<file path="config.mk">
export PLATFORM = sky130hd
export DESIGN_NAME = vga_spectrum_ctrl
export DESIGN_NICKNAME = d
export VERILOG_FILES = /design/src/rtl/vga_spectrum_ctrl_pkg.sv /design/src/rtl/spectrum_bank_buf.sv /design/src/rtl/vga_spectrum_ctrl.sv
export SDC_FILE = /design/constraint.sdc
export NUM_CORES = 1
export LEC_CHECK = 0
export ABC_AREA = 1
export ABC_CLOCK_PERIOD_IN_PS = 7600
export BUFFER_PORTS_ARGS = -buffer_cell sky130_fd_sc_hd__buf_2
export CAP_MARGIN = 20
export CORE_UTILIZATION = 45
export CTS_CLUSTER_SIZE = 20
export DETAILED_ROUTE_END_ITERATION = 6
export SLEW_MARGIN = 20
export SYNTH_ARGS = -nofsm -noshare
export SYNTH_HDL_FRONTEND = slang
export SYNTH_HIERARCHICAL = 1
export SYNTH_SLANG_ARGS = --single-unit
</file>
<file path="constraint.sdc">
create_clock -name clk -period 7.6 [get_ports clk]
set_input_delay 1.9 -clock clk [delete_from_list [all_inputs] [get_ports clk]]
set_output_delay 1.9 -clock clk [all_outputs]
set_load 0.02 [all_outputs]
</file>
<file path="src/rtl/vga_spectrum_ctrl_pkg.sv">
// vga_spectrum_ctrl_pkg: shared display geometry, colour constants and height helpers.
// Rev 1.0
`default_nettype none

package vga_spectrum_ctrl_pkg;
  localparam int H_ACTIVE = 640;
  localparam int V_ACTIVE = 480;
  localparam int RGB_W    = 12;
  localparam int HEIGHT_W = 9;

  localparam logic [RGB_W-1:0] BAR_RGB_DEF = 12'h0F4;
  localparam logic [RGB_W-1:0] BG_RGB_DEF  = 12'h000;

  typedef logic [HEIGHT_W-1:0] height_t;

  function automatic height_t clamp_height(input height_t h, input height_t limit);
    return (h > limit) ? limit : h;
  endfunction
endpackage

`default_nettype wire

</file>
<file path="src/rtl/spectrum_bank_buf.sv">
// spectrum_bank_buf: double-buffered bar heights; writes go to the hidden bank, reads see the shown one.
// Rev 1.0
`default_nettype none

module spectrum_bank_buf
  import vga_spectrum_ctrl_pkg::*;
#(
  parameter int NUM_BINS = 32,
  parameter int IDX_W    = $clog2(NUM_BINS)
) (
  input  logic             clk,
  input  logic             resetn,
  input  logic             wr_en_i,
  input  logic [IDX_W-1:0] wr_idx_i,
  input  height_t          wr_data_i,
  input  logic             swap_i,
  input  logic [IDX_W-1:0] rd_idx_i,
  output height_t          rd_data_o
);

  height_t bank_q [2][NUM_BINS];
  logic    sel_q;  // index of the bank currently on display

  always_ff @(posedge clk) begin
    if (!resetn) begin
      sel_q <= 1'b0;
      for (int b = 0; b < 2; b++) begin
        for (int i = 0; i < NUM_BINS; i++) begin
          bank_q[b][i] <= '0;
        end
      end
    end else begin
      if (wr_en_i) begin
        bank_q[~sel_q][wr_idx_i] <= wr_data_i;
      end
      if (swap_i) begin
        sel_q <= ~sel_q;
      end
    end
  end

  assign rd_data_o = bank_q[sel_q][rd_idx_i];

endmodule

`default_nettype wire

</file>
<file path="src/rtl/vga_spectrum_ctrl.sv">
// vga_spectrum_ctrl: packet sequencing of spectrum bins and 1-cycle bar-graph pixel generation.
// Rev 1.0
`default_nettype none

module vga_spectrum_ctrl #(
  parameter int          NUM_BINS = 32,
  parameter int          BAR_W    = 20,
  parameter int          V_ACTIVE = vga_spectrum_ctrl_pkg::V_ACTIVE,
  parameter logic [11:0] BAR_RGB  = vga_spectrum_ctrl_pkg::BAR_RGB_DEF,
  parameter logic [11:0] BG_RGB   = vga_spectrum_ctrl_pkg::BG_RGB_DEF
) (
  input  logic        clk,
  input  logic        resetn,
  input  logic        bin_valid,
  output logic        bin_ready,
  input  logic [8:0]  bin_data,
  input  logic        bin_last,
  input  logic [9:0]  row,
  input  logic [9:0]  col,
  input  logic        data_enable,
  input  logic        hsync_in,
  input  logic        vsync_in,
  input  logic        frame_pulse,
  output logic [11:0] pixel_rgb,
  output logic        hsync_out,
  output logic        vsync_out,
  output logic        de_out,
  output logic        seq_err
);
  import vga_spectrum_ctrl_pkg::*;

  localparam int             IDX_W    = $clog2(NUM_BINS);
  localparam logic [IDX_W-1:0] LAST_IDX = IDX_W'(NUM_BINS - 1);

  logic [IDX_W-1:0] wr_idx_q, wr_idx_d;
  logic             pending_q, pending_d;
  logic             seq_err_q, seq_err_d;
  logic             ready_q;
  logic [11:0]      rgb_q, rgb_d;
  logic             hs_q, vs_q, de_q;

  logic             w_accept, w_at_last, w_pkt_end, w_swap, w_lit;
  logic [9:0]       w_bin_col, w_threshold;
  height_t          w_rd_height;

  always_comb begin
    w_accept  = bin_valid & ready_q;
    w_at_last = (wr_idx_q == LAST_IDX);
    w_pkt_end = w_accept & (bin_last | w_at_last);
    // pending_q (not pending_d) gates the swap, so a packet ending on the pulse waits a frame
    w_swap    = frame_pulse & pending_q;

    wr_idx_d  = wr_idx_q;
    pending_d = pending_q;
    seq_err_d = seq_err_q;
    if (w_accept) begin
      wr_idx_d = w_pkt_end ? '0 : wr_idx_q + 1'b1;
      if (bin_last != w_at_last) begin
        seq_err_d = 1'b1;
      end
    end
    if (w_swap) begin
      pending_d = 1'b0;
    end else if (w_pkt_end) begin
      pending_d = 1'b1;
    end
  end

  spectrum_bank_buf #(
    .NUM_BINS (NUM_BINS),
    .IDX_W    (IDX_W)
  ) u_bank_buf (
    .clk       (clk),
    .resetn    (resetn),
    .wr_en_i   (w_accept),
    .wr_idx_i  (wr_idx_q),
    .wr_data_i (clamp_height(bin_data, HEIGHT_W'(V_ACTIVE))),
    .swap_i    (w_swap),
    .rd_idx_i  (w_bin_col[IDX_W-1:0]),
    .rd_data_o (w_rd_height)
  );

  always_comb begin
    w_bin_col   = col / 10'(BAR_W);
    w_threshold = 10'(V_ACTIVE) - {1'b0, w_rd_height};
    w_lit       = data_enable && (w_bin_col < 10'(NUM_BINS)) && (row >= w_threshold);
    rgb_d       = !data_enable ? '0 : (w_lit ? BAR_RGB : BG_RGB);
  end

  always_ff @(posedge clk) begin
    if (!resetn) begin
      wr_idx_q  <= '0;
      pending_q <= 1'b0;
      seq_err_q <= 1'b0;
      ready_q   <= 1'b0;
      rgb_q     <= '0;
      hs_q      <= 1'b0;
      vs_q      <= 1'b0;
      de_q      <= 1'b0;
    end else begin
      wr_idx_q  <= wr_idx_d;
      pending_q <= pending_d;
      seq_err_q <= seq_err_d;
      ready_q   <= ~pending_d;
      rgb_q     <= rgb_d;
      hs_q      <= hsync_in;
      vs_q      <= vsync_in;
      de_q      <= data_enable;
    end
  end

  assign bin_ready = ready_q;
  assign seq_err   = seq_err_q;
  assign pixel_rgb = rgb_q;
  assign hsync_out = hs_q;
  assign vsync_out = vs_q;
  assign de_out    = de_q;

endmodule

`default_nettype wire
</file>
# Yosys cells after proc, flatten, opt, wreduce, memory -nomap -nowiden
# Memory sizes are Yosys's and may differ from the RTL's. A register that Yosys moved wholly into a read port is not among the register bits.
# Index checks and enable logic that the tools add are counted.
# totals
regBits,24
ramBits,576
input_bits,37
output_inout_bits,17
word_cells,54
n_memories,1
# op_classes
add_sub_neg,2
div_mod_pow,1
magnitude_cmp,6
eq_ne,2
n_mux,19
bitwise_logic,8
n_reduce_logical,6
# memory_table
memory,words,word_bits,read_ports,rd_ports_with_merged_regs,wr,line_no,source
u_bank_buf.bank_q,2,288,1,1,2,spectrum_bank_buf.sv:21,height_t bank_q [2][NUM_BINS];
# op_table
cell,n
$mux 288,3
$reduce_or 288->1,1
$bmux 9 s5,1
$demux 9 s5,1
$mux 9,4
$ge 6x6->1 const B,2
$not 5->6,2
$div 10x5->10 const B,1
$ge 10x10->1,1
$lt 10x6->1 const B,1
$sub 9x9->10 const A,1
$gt 9x9->1 const B,1
$mux 1,8
$mux 8,1
$lt 6x1->1 const B,1
$add 5x1->5 const B,1
$eq 5x5->1 const B,1
$mux 5,1
$reduce_and 2->1,2
$and 1x1->1,3
$logic_and 1x1->1,3
$not 1->1,2
$ne 1x1->1,1
$or 1x1->1,1

# Longest topological paths before layout
# Gate-level depths: netlist of run 1.
# depth
ltp_word,9
mapped_depth,50
ltp_nobuf,47

# Hierarchy
# The synthesis of run 1 kept the hierarchy.
# by_module_without_submodules
mod,instances,cells_each,area_each_um2,seq_area_each_um2
spectrum_bank_buf,1,2457,25404.4,17336.6
vga_spectrum_ctrl,1,223,1367.6,240.2

# Worst setup path before layout of run 1
# Ideal clock, no wire load.
# synth_timing
kind,input-to-reg
startpoint,in col[7]
endpoint,"reg rgb_q[6], in the netlist pixel_rgb[6]"
setup_ns,0.115
t_arrival_ns,5.717
required_time_ns,7.485
slack_ns,1.767
path_stages,42
path_buffers,3
cell_sequence,inv_1 > nand2_1 > nand2_1 > inv_1 > nand2_4 > nand3_1 > nand3_2 > nand2_4 > nand2_2 > nand2_1 > and2_1 > nand3b_1 > nand2_1 > nand2_1 > nand3_1 > buf_4 > buf_4 > clkbuf_1 > [6 not listed] > nand2_1 > nor3_1 > xor2_1 > ha_1 > a21oi_1 > o21ai_0 > nand2_1 > nand2_1 > nand2_1 > nand2_1 > nand2_1 > nand2_1 > nand2_1 > nand2_1 > a21oi_1 > nor2_1 > o21ai_0 > inv_1
# synth_between
elab_chain_cells,9
elab_cells_between_ends,11
cone_classes,add/sub (1); div (1); order compare (2); mux (4); bitwise (1); reduce/logical (2)
# synth_lines
element,line_no,source
from (decl),vga_spectrum_ctrl.sv:19,"input logic [9:0] col,"
$div 10x5->10,vga_spectrum_ctrl.sv:84,w_bin_col = col / 10'(BAR_W);
net w_bin_col[3],vga_spectrum_ctrl.sv:43,"logic [9:0] w_bin_col, w_threshold;"
$not 5->6 (not written as such),spectrum_bank_buf.sv:42,assign rd_data_o = bank_q[sel_q][rd_idx_i];
$bmux 9 s5,spectrum_bank_buf.sv:42,
$mux 9 (not written as such) (2 in a row),spectrum_bank_buf.sv:42,
net w_rd_height[2],vga_spectrum_ctrl.sv:44,height_t w_rd_height;
$sub 9x9->10,vga_spectrum_ctrl.sv:85,"w_threshold = 10'(V_ACTIVE) - {1'b0, w_rd_height};"
$ge 10x10->1,vga_spectrum_ctrl.sv:86,w_lit = data_enable && (w_bin_col < 10'(NUM_BINS)) && (row >= w_threshold);
$logic_and 1x1->1,vga_spectrum_ctrl.sv:86,
$mux 8,vga_spectrum_ctrl.sv:87,rgb_d = !data_enable ? '0 : (w_lit ? BAR_RGB : BG_RGB);
to (signal assigned),vga_spectrum_ctrl.sv:105,rgb_q <= rgb_d;
to (decl),vga_spectrum_ctrl.sv:39,"logic [11:0] rgb_q, rgb_d;"
# The timed path passes the listed nets, and every way through them passes these cells. The select of a mux whose other input is x is not followed.
# A chain may end at the register's enable or synchronous reset.

# Final worst setup path of run 1
# Ends and elaborated chain as after synthesis.

==> out/results.txt, run 1 <==
Final-report setup violation count = 0
DR WL/cell = 22.0 µm
Slowest CP cell = buf_12
Commonest cells post-synth = 848 x nand2_1, 576 x edfxtp_1, 502 x nand3_1
Post-synth EDFFs = 576
Hold path start = seq_err$_SDFFE_PN0P_
Nets = 2713
Number of global-route vias before repair = 18600
Logic gate share of total power = 19.2%
Layout cell share with drive strength beyond 1 = 9.78%
Gr busiest metal = met2
Clk sinks = 590
Mapped Cells = 2680
CTS Root Cell = clkbuf_16
Number of port buffers = 44
Drt pass-1 iters = 5
Register area share after synthesis = 65.7%
Row count = 89
Crit path largest cell delay = 390 ps
Setup bufs post-CTS = 0
Max Clock Freq = 147 MHz
Main synth FF type = edfxtp_1
Routed vias/inst = 5.62
Synthesized cell area = 26800 µm²
GR Overflow Total = 0
Vias = 19600
All-Layer GR Usage = 25.6%
Clock Power Share = 35.4%
Crit path DAT = 7290 ps
Warnings from Yosys = 6
CTS clk-pin slew, worst paths = 60 ps
Worst setup EP type = flip-flop
Critical path's top delay family = simple AND/OR/NAND/NOR gates
Largest net degree at the start of global routing = 157
DRT antenna net count = 0
Met3 Use GR = 3.58%
Hold Path Sink = seq_err$_SDFFE_PN0P_
Cell Count, Final, Fillers Out = 3483
R2r endpoint = pixel_rgb[6]$_SDFF_PN0_
Drt drc = 0
Post-synthesis register bit count = 590
Initial DRC count = 2226
Final hold viol count = 0
Initial Util = 45.4%
Post-CTS Hold Buffers = 0
# IOs = 54
PwrDens = 283 nW/µm²
Initial antenna violation count = 1
Synth top area share = 64.6%
Leakage = 11.7 nW
Diode count = 0
Synth-to-Final Area Change = 10.8%
Max-slew headroom = 28.9%
Slew @ Worst Pin = 1060 ps
Worst EP required = 8110 ps
Util after Layout = 50.3%
Die width = 246 µm
Worst R2R Setup Slack = 2310 ps
Critical path origin = col[7]
Met2 Usage GRT = 38.4%
DIE HEIGHT = 246 µm
Share of flip-flops with an asynchronous set or reset = 0%
Avg Inst Size Synth = 9.99 µm²
Sw Ratio = 29.0%
Shortest period the worst path allows = 6780 ps
TritonCTS clock tree = yes
R2R depth = 28
Overall routed net length = 76500 µm
Max Cap Viol = 0
CP Buf/Inv Count = 6
Dpl cells = 3371
Leading post-synthesis cells by cell area = edfxtp_1 65%, nand2_1 12%, nand3_1 9.4%
WHS = 468 ps
Gpl congestion = 0.921
Cts repair resizes = 0
Die area = 60500 µm²
Clock Tree Buf Depth = 3
Most common cell in the netlist = nand2_1
Worst min path class = reg2reg
Max-slew violations = 0
Sequential power share = 45.4%
Outcome = complete, no violations
Worst setup path class = in2reg
Max VDD drop = 0.169 mV
H-tree depth = 2
Worst clock skew = 20.0 ps
Crit path max fanout = 99
CP most frequent cell = nand2_1
Met1 GRT Util = 38.0%
Total clock buffers created by CTS = 60
First-pass GRT wire length = 114000 µm
Hpwl dp = 44400 µm
Dominant cell type by area after synthesis = edfxtp_1
Total internal power = 5.96 mW
RSZ-0062 raised after global routing = no
Sw Pwr = 2.43 mW
Clk_lat worst skew = 630 ps
Worst Hold Path Cells = 2
Worst setup SP type = input port
Synth cell types = 36
Core Area = 58900 µm²
Setup TNS = 0 ps
Fin crit share = 89.3%
## layer usage
layer | up-vias | part of all wire [%] | routed length, µm
met5 | - | 0 | 0
met1 | 9470 | 44 | 33600
met3 | 147 | 9.1 | 6960
met4 | 0 | 3.1 | 2370
met2 | 942 | 44 | 33600
li1 | 9019 | - | -
## sequential cells by signal, summed over array words and instances (netlist names), named ones only
register / flops
bin_ready: 1
de_out: 1
hsync_out: 1
pending_q: 1
pixel_rgb: 1
seq_err: 1
u_bank_buf/bank_q: 576
u_bank_buf/sel_q: 1
vsync_out: 1
wr_idx_q: 5
## layout by cell type (no fill, tap or decap), types with 18 or more instances in the layout
cell,instances
nand3_1,501
clkbuf_16,61
nand2_1,848
a21oi_1,27
nor2_1,353
inv_1,52
clkbuf_1,18
buf_4,40
edfxtp_1,576
nand3_2,24
buf_2,44
## logic make-up (layout without fill, tap and decap cells)
group,count (synthesis),in the layout,share of synthesized area [%]
AOI/OAI and AO/OA,38,38,0.738
xor gates and xnor gates,7,7,0.229
adders and majority gates,14,14,0.654
buffers and inverters,253,277,4.29
DFF,590,590,65.7
other,1,7,0.0140
and+or+nand+nor,1777,1777,28.4
## layout make-up
class                           instances  area [µm²]
Inverter                               76         295
Fill cell                            5271       29300
Timing Repair Buffer                   91         668
Clock buffer                           83        1650
Clock inverter                         27         312
Multi-Input combinational cell       1843        8180
Sequential cell                       590       17600
Tap cell                              773         967
## power groups by stage
| stage | clock [mW] | combinational [mW] | sequential, mW |
|---|---|---|---|
| detailed placement | 0 | 1.58 | 3.88 |
| floorplan | 0 | 1.03 | 3.87 |
| global placement | 0 | 1.56 | 3.88 |
| finish | 2.97 | 1.61 | 3.81 |
| CTS | 3.02 | 1.58 | 3.81 |
| global route | 3.13 | 1.75 | 3.83 |
## worst register-to-register path, delay by kind of cell (launching register included)
| kind | cells | cell delay [ps] |
|---|---|---|
| AO/OA/AOI/OAI | 4 | 570 |
| adder cells (fa/ha/maj) | 2 | 540 |
| flip-flops | 1 | 720 |
| buffers and inverters | 5 | 1920 |
| AND/OR/NAND/NOR | 17 | 1420 |
## metrics by stage
| step | instance area [µm²] | worst slack, ps | total power [mW] |
|---|---|---|---|
| finish | 29700 | 817 | 8.40 |
| global route | 29700 | 386 | 8.71 |
| CTS | 29600 | 965 | 8.41 |
| detailed placement | 27600 | 333 | 5.46 |
| global placement | 27600 | 404 | 5.44 |
| floorplan | 26800 | 1770 | 4.89 |
## worst max path at each step
stage                                          to  slack (ps)  cells after the start
after floorplan           pixel_rgb[6]$_SDFF_PN0_        1770                     42
after global placement    pixel_rgb[6]$_SDFF_PN0_         400                     43
after detailed placement  pixel_rgb[6]$_SDFF_PN0_         330                     45
after CTS                 pixel_rgb[6]$_SDFF_PN0_         960                     45
after global routing      pixel_rgb[6]$_SDFF_PN0_         390                     45
final                     pixel_rgb[6]$_SDFF_PN0_         820                     45
Power figures use the tool's default switching activity.
==> inputs of run 2 (changes only) <==
--- a/config.mk
+++ b/config.mk
@@ -12,6 +12,7 @@
 export CORE_UTILIZATION = 45
 export CTS_CLUSTER_SIZE = 20
 export DETAILED_ROUTE_END_ITERATION = 6
+export PLACE_DENSITY = 0.64
 export SLEW_MARGIN = 20
 export SYNTH_ARGS = -nofsm -noshare
 export SYNTH_HDL_FRONTEND = slang
==> out/results.txt, run 2 (synthesized netlist as in run 1, its figures left out) <==
Outcome = complete, no violations
Most frequent cells in the layout = 848 x nand2_1, 576 x edfxtp_1, 501 x nand3_1
Post-CTS Hold Buffers = 0
Total clock buffers created by CTS = 59
Fin crit share = 86.4%
Vias = 19600
Number of port buffers = 44
Max-slew violations = 0
Clk sinks = 590
Die area = 60500 µm²
Largest net degree at the start of global routing = 249
PwrDens = 280 nW/µm²
Max Clock Freq = 152 MHz
Gpl congestion = 0.862
Slew @ Worst Pin = 1090 ps
RSZ-0062 raised after global routing = no
Max Cap Viol = 0
Max VDD drop = 0.182 mV
DR WL/cell = 21.4 µm
Overall routed net length = 74400 µm
Initial antenna violation count = 0
Routed vias/inst = 5.62
Worst Hold Path Cells = 2
# IOs = 54
Clock Tree Buf Depth = 3
Shortest period the worst path allows = 6570 ps
Initial Util = 45.4%
Initial DRC count = 2106
Worst clock skew = 25.6 ps
DRT antenna net count = 0
Diode count = 0
Setup TNS = 0 ps
Drt drc = 0
TritonCTS clock tree = yes
Worst setup SP type = input port
H-tree depth = 2
Most flops, register = u_bank_buf/bank_q
DIE HEIGHT = 246 µm
Slowest CP cell = buf_12
First-pass GRT wire length = 112000 µm
R2R depth = 28
CTS clk-pin slew, worst paths = 60 ps
Synth-to-Final Area Change = 10.4%
# fillers = 5281
Layout cell share with drive strength beyond 1 = 9.34%
Largest registers = u_bank_buf/bank_q: 576 flops, wr_idx_q: 5 flops
Nets = 2710
Util after Layout = 50.2%
Drt pass-1 iters = 6
Clk_lat worst skew = 630 ps
CP most frequent cell = nand2_1
Setup bufs post-CTS = 0
Leakage = 11.7 nW
Worst EP required = 8110 ps
All-Layer GR Usage = 24.8%
Die width = 246 µm
Crit path max fanout = 130
Crit path DAT = 7080 ps
Worst setup path class = in2reg
GR Overflow Total = 0
Worst min path class = reg2reg
Final-report setup violation count = 0
Core Area = 58900 µm²
Max-slew headroom = 27.1%
Final hold viol count = 0
Max reg flops = 576
Cts repair resizes = 0
Number of global-route vias before repair = 18600
Hpwl dp = 43400 µm
Row count = 89
Most common cell after layout, fill and taps aside = nand2_1
Crit path largest cell delay = 490 ps
CTS Root Cell = clkbuf_16
Worst setup EP type = flip-flop
## run 2: changes by cell type in the layout (fill, tap and decap cells not counted), moves of 2 or more
cell	delta
clkinv_1	+10
clkinv_2	-6
buf_4	-5
bufinv_16	-2
## run 2: final cells by class
class	instances	area (µm²)	share of cell area, %
timing repair buffer	89	663	2.24
tap	773	967	3.27
sequential	590	17600	59.5
inverter	76	295	0.999
multi-input combinational	1843	8170	27.6
clock inverter	30	277	0.935
clock buffer	81	1610	5.45
## run 2: path summary, 6_finish.rpt
path	slack [ps]	start	to
hold reg to reg	480	seq_err$_SDFFE_PN0P_	seq_err$_SDFFE_PN0P_
hold / removal	480	seq_err$_SDFFE_PN0P_	seq_err$_SDFFE_PN0P_
setup reg to reg	3010	flip-flop	pixel_rgb[6]$_SDFF_PN0_
setup / recovery	1030	col[7]	pixel_rgb[6]$_SDFF_PN0_
## run 2: per-layer routing
| layer | vias up | share of wire [%] | global-route usage, % |
|---|---|---|---|
| met1 | 9450 | 41 | 35.0 |
| met2 | 970 | 46 | 39.3 |
| met3 | 138 | 9.5 | 3.82 |
| li1 | 9018 | - | - |
| met5 | - | 0 | 0 |
| met4 | 0 | 2.8 | 8.20 |
## run 2: critical path: cells and delay by family
| kind | cells | cell delay (ps) |
|---|---|---|
| buf+inv | 6 | 870 |
| xor+xnor | 1 | 180 |
| compound gates | 4 | 500 |
| simple gates | 33 | 3260 |
| fa+ha+maj | 1 | 260 |
## run 2: power by group
part | total, mW | leakage [nW] | internal (mW) | switching (mW)
combinational | 1.61 | 4.66 | 0.452 | 1.16
sequential | 3.81 | 6.09 | 3.76 | 0.0497
clock | 2.85 | 0.912 | 1.64 | 1.21
## run 2: metrics by stage
stage | setup slack [ps] | instances | instance area (µm²) | hold WS (ps) | total power [mW]
6_report | 1030 | 3482 | 29600 | 477 | 8.28
5_1_grt | 516 | 3482 | 29600 | 497 | 8.59
4_1_cts | 1160 | 3478 | 29500 | 479 | 8.30
3_5_place_dp | 517 | 3367 | 27600 | 469 | 5.47
3_3_place_gp | 597 | 3367 | 27600 | 439 | 5.44
2_1_floorplan | 1770 | 2686 | 26800 | 487 | 4.89
